==> src/rtl/layer_sequencer_if.sv <==
// layer_sequencer_if: start/done handshake and layer configuration
// bundle between the sequencer and the accelerator front end.
interface layer_sequencer_if;
  logic        start;
  logic        abort;
  logic        done;
  logic        go;
  logic [2:0]  layer_index;
  logic [31:0] data_address;
  logic [31:0] data_size;
  logic [31:0] weight_address;
  logic [31:0] weight_size;
  logic [31:0] result_address;
  logic [31:0] result_size;
  logic        busy;
  logic        all_done;
  logic        error;
  logic [31:0] total_cycles;

  modport master (
    input  start, abort, done,
    output go, layer_index,
    output data_address, data_size,
    output weight_address, weight_size,
    output result_address, result_size,
    output busy, all_done, error,
    output total_cycles
  );

  modport slave (
    output start, abort, done,
    input  go, layer_index,
    input  data_address, data_size,
    input  weight_address, weight_size,
    input  result_address, result_size,
    input  busy, all_done, error,
    input  total_cycles
  );
endinterface

==> src/rtl/layer_sequencer.sv <==
// layer_sequencer: walks the fixed five-layer table, pulsing go
// per layer and waiting for done, with gap, timeout and abort.
module layer_sequencer #(
  parameter int unsigned NUM_LAYERS     = 5,
  parameter int unsigned GAP_CYCLES     = 2,
  parameter int unsigned TIMEOUT_CYCLES = 1048576
) (
  input logic          clk,
  input logic          rstn,
  layer_sequencer_if.master bus
);

  typedef enum logic [2:0] {
    S_IDLE,
    S_SETUP,
    S_GO,
    S_WAIT,
    S_GAP,
    S_FINISH
  } state_t;

  typedef struct packed {
    logic [31:0] da;
    logic [31:0] ds;
    logic [31:0] wa;
    logic [31:0] ws;
    logic [31:0] ra;
    logic [31:0] rs;
  } cfg_t;

  localparam logic [2:0] LAST =
    3'(NUM_LAYERS - 1);
  localparam logic [31:0] GAP_LAST =
    32'(GAP_CYCLES - 1);
  localparam logic [31:0] TMO_LAST =
    32'(TIMEOUT_CYCLES - 1);

  state_t      state_q, state_d;
  logic [2:0]  layer_q, layer_d;
  logic [31:0] wcnt_q, wcnt_d;
  logic [31:0] gcnt_q, gcnt_d;
  logic [31:0] tot_q, tot_d;
  logic        err_q, err_d;
  cfg_t        cfg_q;

  function automatic cfg_t rom(
    input logic [2:0] l
  );
    cfg_t c;
    c = '0;
    case (l)
      3'd0: begin
        c.ds = 32'd1764;
        c.ws = 32'd40;
        c.rs = 32'd6400;
      end
      3'd1: begin
        c.ds = 32'd6400;
        c.rs = 32'd1600;
      end
      3'd2: begin
        c.ds = 32'd1600;
        c.wa = 32'd40;
        c.ws = 32'd148;
        c.rs = 32'd1296;
      end
      3'd3: begin
        c.ds = 32'd1296;
        c.rs = 32'd324;
      end
      3'd4: begin
        c.ds = 32'd324;
        c.wa = 32'd188;
        c.ws = 32'd3250;
        c.rs = 32'd10;
      end
      default: c = '0;
    endcase
    return c;
  endfunction

  // Next-state, counters and sticky error.
  always_comb begin
    state_d = state_q;
    layer_d = layer_q;
    wcnt_d  = wcnt_q;
    gcnt_d  = gcnt_q;
    err_d   = err_q;
    tot_d   = tot_q;
    if (state_q != S_IDLE && tot_q != '1)
      tot_d = tot_q + 32'd1;
    unique case (state_q)
      S_IDLE: begin
        if (bus.start) begin
          state_d = S_SETUP;
          layer_d = '0;
          err_d   = 1'b0;
          tot_d   = '0;
        end
      end
      S_SETUP: begin
        state_d = S_GO;
        wcnt_d  = '0;
      end
      S_GO: state_d = S_WAIT;
      S_WAIT: begin
        wcnt_d = wcnt_q + 32'd1;
        if (bus.done) begin
          if (layer_q == LAST) begin
            state_d = S_FINISH;
          end else if (GAP_CYCLES == 0) begin
            state_d = S_SETUP;
            layer_d = layer_q + 3'd1;
          end else begin
            state_d = S_GAP;
            gcnt_d  = '0;
          end
        end else if (TIMEOUT_CYCLES != 0 &&
                     wcnt_q == TMO_LAST) begin
          state_d = S_IDLE;
          err_d   = 1'b1;
        end
      end
      S_GAP: begin
        if (gcnt_q == GAP_LAST) begin
          state_d = S_SETUP;
          layer_d = layer_q + 3'd1;
        end else begin
          gcnt_d = gcnt_q + 32'd1;
        end
      end
      S_FINISH: state_d = S_IDLE;
      default:  state_d = S_IDLE;
    endcase
    if (bus.abort && state_q != S_IDLE) begin
      state_d = S_IDLE;
      err_d   = err_q;
    end
  end

  // State and counter registers.
  always_ff @(posedge clk or negedge rstn) begin
    if (!rstn) begin
      state_q <= S_IDLE;
      layer_q <= '0;
      wcnt_q  <= '0;
      gcnt_q  <= '0;
      tot_q   <= '0;
      err_q   <= 1'b0;
    end else begin
      state_q <= state_d;
      layer_q <= layer_d;
      wcnt_q  <= wcnt_d;
      gcnt_q  <= gcnt_d;
      tot_q   <= tot_d;
      err_q   <= err_d;
    end
  end

  // Latch the table entry while in SETUP.
  always_ff @(posedge clk or negedge rstn) begin
    if (!rstn)
      cfg_q <= '0;
    else if (state_q == S_SETUP)
      cfg_q <= rom(layer_q);
  end

  assign bus.go             = (state_q == S_GO);
  assign bus.all_done       = (state_q == S_FINISH);
  assign bus.busy           = (state_q != S_IDLE);
  assign bus.layer_index    = layer_q;
  assign bus.error          = err_q;
  assign bus.total_cycles   = tot_q;
  assign bus.data_address   = cfg_q.da;
  assign bus.data_size      = cfg_q.ds;
  assign bus.weight_address = cfg_q.wa;
  assign bus.weight_size    = cfg_q.ws;
  assign bus.result_address = cfg_q.ra;
  assign bus.result_size    = cfg_q.rs;

endmodule

==> src/flat_wrapper.sv <==
// flat-port wrapper written by rule: the top's interface ports become plain ports
module layer_sequencer_flat 
#(
  parameter int unsigned NUM_LAYERS     = 5,
  parameter int unsigned GAP_CYCLES     = 2,
  parameter int unsigned TIMEOUT_CYCLES = 1048576
)
  (clk, rstn, bus_start, bus_abort, bus_done, bus_go, bus_layer_index, bus_data_address, bus_data_size, bus_weight_address, bus_weight_size, bus_result_address, bus_result_size, bus_busy, bus_all_done, bus_error, bus_total_cycles);
  layer_sequencer_if bus_i ();
  input logic clk;
  input logic rstn;
  input wire logic [$bits(bus_i.start)-1:0] bus_start;
  input wire logic [$bits(bus_i.abort)-1:0] bus_abort;
  input wire logic [$bits(bus_i.done)-1:0] bus_done;
  output wire logic [$bits(bus_i.go)-1:0] bus_go;
  output wire logic [$bits(bus_i.layer_index)-1:0] bus_layer_index;
  output wire logic [$bits(bus_i.data_address)-1:0] bus_data_address;
  output wire logic [$bits(bus_i.data_size)-1:0] bus_data_size;
  output wire logic [$bits(bus_i.weight_address)-1:0] bus_weight_address;
  output wire logic [$bits(bus_i.weight_size)-1:0] bus_weight_size;
  output wire logic [$bits(bus_i.result_address)-1:0] bus_result_address;
  output wire logic [$bits(bus_i.result_size)-1:0] bus_result_size;
  output wire logic [$bits(bus_i.busy)-1:0] bus_busy;
  output wire logic [$bits(bus_i.all_done)-1:0] bus_all_done;
  output wire logic [$bits(bus_i.error)-1:0] bus_error;
  output wire logic [$bits(bus_i.total_cycles)-1:0] bus_total_cycles;
  assign bus_i.start = bus_start;
  assign bus_i.abort = bus_abort;
  assign bus_i.done = bus_done;
  assign bus_go = bus_i.go;
  assign bus_layer_index = bus_i.layer_index;
  assign bus_data_address = bus_i.data_address;
  assign bus_data_size = bus_i.data_size;
  assign bus_weight_address = bus_i.weight_address;
  assign bus_weight_size = bus_i.weight_size;
  assign bus_result_address = bus_i.result_address;
  assign bus_result_size = bus_i.result_size;
  assign bus_busy = bus_i.busy;
  assign bus_all_done = bus_i.all_done;
  assign bus_error = bus_i.error;
  assign bus_total_cycles = bus_i.total_cycles;
  layer_sequencer #(.NUM_LAYERS(NUM_LAYERS), .GAP_CYCLES(GAP_CYCLES), .TIMEOUT_CYCLES(TIMEOUT_CYCLES)) u_core (.clk(clk), .rstn(rstn), .bus(bus_i));
endmodule
==> config.mk <==
export PLATFORM = sky130hd
export DESIGN_NAME = layer_sequencer_flat
export DESIGN_NICKNAME = d
export VERILOG_FILES = /design/src/rtl/layer_sequencer_if.sv /design/src/rtl/layer_sequencer.sv /design/src/flat_wrapper.sv
export SDC_FILE = /design/constraint.sdc
export NUM_CORES = 1
export LEC_CHECK = 0
export CAP_MARGIN = 15
export CORE_UTILIZATION = 46
export CTS_CLUSTER_DIAMETER = 50
export DETAILED_ROUTE_END_ITERATION = 7
export PLACE_DENSITY = 0.87
export REMOVE_ABC_BUFFERS = 1
export SLEW_MARGIN = 20
export SYNTH_ARGS = -nofsm -noshare
export SYNTH_HDL_FRONTEND = slang
export SYNTH_SLANG_ARGS = --single-unit
==> constraint.sdc <==
create_clock -name clk -period 2.6 [get_ports clk]
set_input_delay 0.39 -clock clk [delete_from_list [all_inputs] [get_ports clk]]
set_output_delay 0.39 -clock clk [all_outputs]
set_load 0.02 [all_outputs]
==> reports/results.ini, run 1 <==
[status]
outcome=finished, final reports clean

[critical_path]
crit_slowest_cell=clkdlybuf4s50_1
path_max_fanout=11
worst_setup_path_end_kind=primary output
path_class=reg -> out
cp_data_required_time_ns=2.21
worstPathCellList=buf_4 > inv_1 > nor3_1 > clkdlybuf4s50_1
cp_slowest_stage_delay_ns=0.68
critPathLaunchType=flip-flop
cp_data_arrival_time_ns=2.11

[yosys]
synth_cell_types=52
ys_seq_area_frac=0.3963
synth_area_um2=7387
synth_edf_count=0
avgSynthCellArea_um2=8.836
async_flop_share=1.000
syn-instance-count=836
ys_ff_latch=117
yosys_warnings=0
synth-main-ff-cell=dfrtp_1

[job]
drv_cap=0

[route]
drtPass1Iterations=5
wire_per_inst_um=13.69
drt_wl_total_um=15400
drc=0
dr_wl_met3_um=918
first_iter_violations=493
via_per_inst=5.249
vias=5905
ant_nets=0
wl_met1_um=6493
met2_length_um=7665
highest_layer=met4

[sta]
setup_viol=0
worst_slack_ns=0.1032
maxSlewHeadroom=0.5245
hold_viol=0
slew_viol_final=0
worstMarginPinSlew_ns=0.7072
fin_crit_sh=0.9603
fin_crit_ns=2.497
clock.fmax_mhz=400.5
rsz0062_at_grt=false
skew_ns=0.008650
finalSetupTns_ns=0

[die]
io_pins=236
die_h_um=128.7
start_util=0.4788
dieArea_um2=16570
die_w_um=128.7
core.rowCount=45
core_um2=15430

[power]
powerDensity_nw_per_um2=815.4
p_total_mw=6.702
max-vdd-ir-drop_mv=0.5584
power_leakage_nw=3.591

[cts]
clkTransAtPathRegs_ns=0.05
cts_tree=built
post_cts.repair.setup_buffers=0
clk_latency_ns=0.41
numCtsBuffers=17
root_buffer=clkbuf_16
htreeDepth=4
clock_sinks=117
clock_path_buffers=2

[placement]
portBuffers=76
post-place-ws_ns=0.3700
routabilityCongestion=0.8967
postPlaceCellArea_um2=7680
dp_cells=1093
hpwl_um=10670

[grt]
grt-ovfl-total=0
first_global_vias=5149
grt_pass1_wl_um=24520
grtUsageTotal=0.1856
grt_max_degree=64
antenna_found_initial=0

[finish]
antenna_cells=0
n_fill_cell=1356
final_area_um2=8219
drive_above_1_share=0.06236
synthToLayoutAreaGrowth_pct=11.26
fin_cells=1125
layout.nets=917

[worst_hold_path]
hold_path.class=in -> async

-- worst max-delay path, delay by kind of cell (launching register included) --
kind                   cells  cell delay, ns
AND/OR/NAND/NOR            1            0.34
buffers and inverters      3            0.97
flip-flops                 1            0.38
-- stage by stage --
step           hold WS (ns)  utilization
3_3_place_gp         0.2679       0.4978
2_1_floorplan       0.09441            -
5_1_grt              0.4024       0.5328
3_5_place_dp         0.2738       0.4978
6_report             0.3850       0.5328
4_1_cts              0.3758       0.5324
-- cell usage in the layout, fill, tap and decap left out, types with 5 or more instances in the layout --
| master | n |
|---|---|
| o31ai_1 | 23 |
| o21ai_0 | 55 |
| nand2_1 | 88 |
| o211ai_1 | 18 |
| conb_1 | 159 |
| nand3_1 | 51 |
| ha_1 | 10 |
| mux2i_1 | 13 |
| nor2_1 | 37 |
| xnor2_1 | 9 |
| nor4_1 | 12 |
| and3_1 | 10 |
| clkbuf_16 | 17 |
| xor2_1 | 8 |
| or3_1 | 24 |
| inv_1 | 17 |
| buf_4 | 15 |
| clkinv_2 | 7 |
| a31oi_1 | 5 |
| a21oi_1 | 35 |
| clkdlybuf4s50_1 | 75 |
| nand4_1 | 36 |
| nor3_1 | 13 |
| or4_1 | 12 |
| dfrtp_1 | 117 |
-- flip-flops by register name, indices dropped and copies added (netlist names) --
register / cells
u_core.bus.total_cycles: 32
u_core.gcnt_q: 32
u_core.wcnt_q: 32
u_core.bus.data_size: 6
u_core.bus.weight_size: 5
u_core.bus.layer_index: 3
u_core.bus.result_size: 3
u_core.state_q: 3
u_core.bus.error: 1
-- cell type report --
type                    instances  area [um^2]  share of cell area
multi-input cells             657         3546              0.4314
flip-flops and latches        117         2928              0.3562
repair buffers                 92        893.4              0.1087
clock buffers                  20        436.7             0.05313
well taps                     211        264.0             0.03212
clock inverters                11        87.58             0.01066
inverters                      17        63.81            0.007764
-- power by group --
part / leakage, nW / internal, mW / switching (mW)
clock: 0.255 / 1.29 / 0.807
sequential: 1.59 / 2.17 / 0.466
combinational: 1.75 / 0.745 / 1.22
-- final timing paths --
path	from	end	slack (ns)	cells after the start
min in group clk	u_core.bus.data_size[6]$_DFFE_PN0P_	u_core.bus.data_size[6]$_DFFE_PN0P_	0.46	2
max in group asynchronous	rstn	u_core.wcnt_q[10]$_DFFE_PN0P_	1.46	3
max reg2reg	u_core.bus.total_cycles[6]$_DFF_PN0_	u_core.bus.total_cycles[23]$_DFF_PN0_	0.36	5
min	rstn	u_core.gcnt_q[29]$_DFFE_PN0P_	0.38	2
min reg2reg	u_core.bus.data_size[6]$_DFFE_PN0P_	u_core.bus.data_size[6]$_DFFE_PN0P_	0.46	2
max	u_core.state_q[1]$_DFFE_PN0P_	bus_go	0.10	4
-- Yosys cell counts, drive strengths merged (2+ instances only) --
master | number | area share
a21oi | 35 | 0.024
a22o | 4 | 0.0047
a31oi | 5 | 0.0042
and2 | 3 | 0.0025
and3 | 10 | 0.0085
and4 | 3 | 0.0036
buf | 183 | 0.19
clkbuf | 20 | 0.010
dfrtp | 117 | 0.40
ha | 10 | 0.017
inv | 17 | 0.0086
mux2i | 13 | 0.018
nand2 | 88 | 0.045
nand2b | 2 | 0.0017
nand3 | 52 | 0.036
nand3b | 2 | 0.0020
nand4 | 37 | 0.032
nor2 | 37 | 0.019
nor3 | 14 | 0.0095
nor4 | 17 | 0.020
nor4b | 2 | 0.0032
o211ai | 18 | 0.018
o21ai | 56 | 0.038
o31ai | 23 | 0.023
or3 | 24 | 0.020
or4 | 12 | 0.012
xnor2 | 9 | 0.011
xor2 | 8 | 0.0095
-- what timing repair did --
| item | in CTS | in global routing |
|---|---|---|
| setup endpoints to repair | 0 | 1 |
| hold endpoints to repair | 15 | 0 |
| hold buffers | 1 | 0 |
| gates resized for setup | 0 | 1 |
-- layer usage --
metal  vias to the layer above  global-route usage
met2                       238              0.2979
li1                       2773                   -
met4                         0             0.07474
met1                      2866              0.2402
met5                         -                   0
met3                        28             0.04657
-- logic make-up after synthesis --
logic type,share of synthesized area
buffers and inverters,0.2046
and+or+nand+nor,0.2217
adders and majority gates,0.01694
xor gates and xnor gates,0.02016
other,0.0005076
muxes,0.01914
AOI/OAI and AO/OA,0.1206
DFF,0.3963
No activity file was read; power rests on OpenSTA's default activity.
==> run 2, diff against run 1 <==
PLACE_DENSITY = 0.78   (was 0.87)
SETUP_SLACK_MARGIN = 0.2   (was unset)
==> reports/results.ini, run 2 (same netlist as run 1, synthesis figures left out) <==
[job]
drv_cap=0  ; unchanged

[route]
wire_per_inst_um=13.52  ; -1.2%
drt_wl_total_um=15230  ; -1.1%
via_per_inst=5.105  ; -2.7%
ant_nets=0  ; unchanged
drc=0  ; unchanged
first_iter_violations=413  ; -16%
vias=5748  ; -2.7%
drtPass1Iterations=5  ; unchanged

[grt]
grt_use_met1=0.2365  ; -0.003664
busiest_layer=met2
first_global_vias=4987  ; -3.1%
grtUsageMet2=0.2976  ; -0.0003180
grt_pass1_wl_um=23990  ; -2.1%
antenna_found_initial=0  ; unchanged
grt-ovfl-total=0  ; unchanged
grt_max_degree=46  ; -28%
grtUsageTotal=0.1827  ; -0.002947
met3_usage=0.04200  ; -0.004574

[power]
powerDensity_nw_per_um2=840.7  ; +3.1%
power_leakage_nw=3.673  ; +2.3%
p_comb_frac=0.284  ; -0.009
p_total_mw=6.993  ; +4.3%
p_sw_frac=0.3580  ; -0.01427
max-vdd-ir-drop_mv=0.6206  ; +11%
power.switching_mw=2.503  ; +0.35%
p_int_mw=4.490  ; +6.7%
p_clk_frac=0.339  ; +0.026
sequentialPowerShare=0.377  ; -0.016

[finish]
drive_above_1_share=0.06230  ; -0.00006816
antenna_cells=0  ; unchanged
n_fill_cell=1412  ; +4.1%
final_cell_mix=conb_1, dfrtp_1, nand2_1, clkdlybuf4s50_1, o21ai_0
final_area_um2=8318  ; +1.2%
fin_util=0.5392  ; +0.006407
fin_cells=1126  ; +0.089%
layout.nets=917  ; unchanged
synthToLayoutAreaGrowth_pct=12.60
final_common_cell=conb_1

[sta]
fin_crit_ns=2.242  ; -0.2551 ns
finalSetupTns_ns=0  ; unchanged
setup_viol=0  ; unchanged
clock.fmax_mhz=446.1  ; +11%
hold_viol=0  ; unchanged
slew_viol_final=0  ; unchanged
maxSlewHeadroom=0.5840  ; +0.05950
skew_ns=0.007788  ; -0.0008620 ns
worstMarginPinSlew_ns=0.6212  ; -0.08594 ns
fin_crit_sh=0.8622  ; -0.09810
rsz0062_at_grt=false

[critical_path]
worst_setup_path_end_kind=flip-flop
path_max_fanout=11  ; unchanged
r2r_cells=5  ; unchanged
worstPathCellList=or3b_4 > nor4_4 > nand4_2 > or3_1 > a21oi_1
crit_slowest_cell=dfrtp_1
r2r-start=u_core.state_q[0]$_DFFE_PN0P_
critPathLaunchType=flip-flop
cp_data_required_time_ns=2.93  ; +0.72 ns
r2r_slack_ns=0.36  ; about the same
worstReg2RegEnd=u_core.gcnt_q[26]$_DFFE_PN0P_
path_class=reg -> reg
cp_slowest_stage_delay_ns=0.48  ; -0.20 ns
cp_data_arrival_time_ns=2.57  ; +0.46 ns

[cts]
cts_tree=built
post_cts.repair.setup_buffers=0  ; unchanged
clock_path_buffers=2  ; unchanged
numCtsBuffers=17  ; unchanged
htreeDepth=4  ; unchanged
clock_sinks=117  ; unchanged
root_buffer=clkbuf_16
clk_latency_ns=0.41  ; about the same
clkTransAtPathRegs_ns=0.05  ; about the same

[die]
dieArea_um2=16570  ; unchanged
die_w_um=128.7  ; unchanged
die_h_um=128.7  ; unchanged
core.rowCount=45  ; unchanged
start_util=0.4788  ; unchanged
core_um2=15430  ; unchanged
io_pins=236  ; unchanged

[worst_hold_path]
hold_end=u_core.wcnt_q[31]$_DFFE_PN0P_
whs_path_depth=1
hold_path.class=reg -> reg
hold_start=u_core.wcnt_q[31]$_DFFE_PN0P_

[placement]
postPlaceCellArea_um2=7692  ; +0.16%
routabilityCongestion=0.8960  ; about the same
dp_cells=1093  ; unchanged
hpwl_um=10890  ; +2.0%
portBuffers=76  ; unchanged

[status]
outcome=finished, final reports clean

[run 2: what timing repair did]
| action | 4_1_cts | 5_1_grt |
|---|---|---|
| setup endpoints to repair | 1 | 7 |
| gates resized for setup | 1 | 3 |
| hold buffers | 1 | 0 |
| hold endpoints to repair | 6 | 0 |
[run 2: worst max-delay path, delay by kind of cell, from the launching register on]
family             cells  cell delay (ns)
AOI/OAI and AO/OA      1             0.17
and+or+nand+nor        4             1.51
DFF                    1             0.48
[run 2: metrics by stage]
stage	hold slack, ns	setup WS (ns)
4_1_cts	0.4654	0.2599
3_5_place_dp	0.4326	0.3390
3_3_place_gp	0.4240	0.4410
6_report	0.4647	0.3583
2_1_floorplan	0.09441	0.2941
5_1_grt	0.4989	0.2143
[run 2: how the worst max path moves through the flow]
| stage | from | end | slack (ns) | cells past startpoint |
|---|---|---|---|---|
| finish | u_core.state_q[0]$_DFFE_PN0P_ | u_core.gcnt_q[26]$_DFFE_PN0P_ | 0.36 | 5 |
| global route | u_core.state_q[0]$_DFFE_PN0P_ | u_core.gcnt_q[29]$_DFFE_PN0P_ | 0.21 | 5 |
| CTS | u_core.state_q[0]$_DFFE_PN0P_ | bus_busy | 0.26 | 4 |
| detailed placement | u_core.state_q[0]$_DFFE_PN0P_ | u_core.bus.total_cycles[27]$_DFF_PN0_ | 0.34 | 6 |
| global placement | u_core.state_q[0]$_DFFE_PN0P_ | u_core.gcnt_q[30]$_DFFE_PN0P_ | 0.44 | 5 |
| floorplan | u_core.bus.total_cycles[0]$_DFF_PN0_ | u_core.bus.total_cycles[27]$_DFF_PN0_ | 0.29 | 6 |
[run 2: final cells by class]
class,count,area (um^2),share of cell area
clock inverter,9,125.1,0.01504
clock buffer,23,478.0,0.05746
sequential,117,2928,0.3520
tap,211,264.0,0.03174
timing repair buffer,92,909.6,0.1094
multi-input combinational,657,3550,0.4267
inverter,17,63.81,0.007671
[run 2: per-layer routing]
layer	vias to the layer above	part of all wire
li1	2781	-
met1	2791	0.44
met4	0	0.013
met3	20	0.038
met2	156	0.51
met5	-	0
[run 2: power by group through the flow]
stage                     sequential [mW]  combinational, mW  clock [mW]
after floorplan                      2.76               1.02           0
after global placement               2.62               1.94           0
after detailed placement             2.65               1.98           0
after CTS                            2.63               1.99        2.41
after global routing                 2.70               2.17        2.49
final                                2.64               1.98        2.37
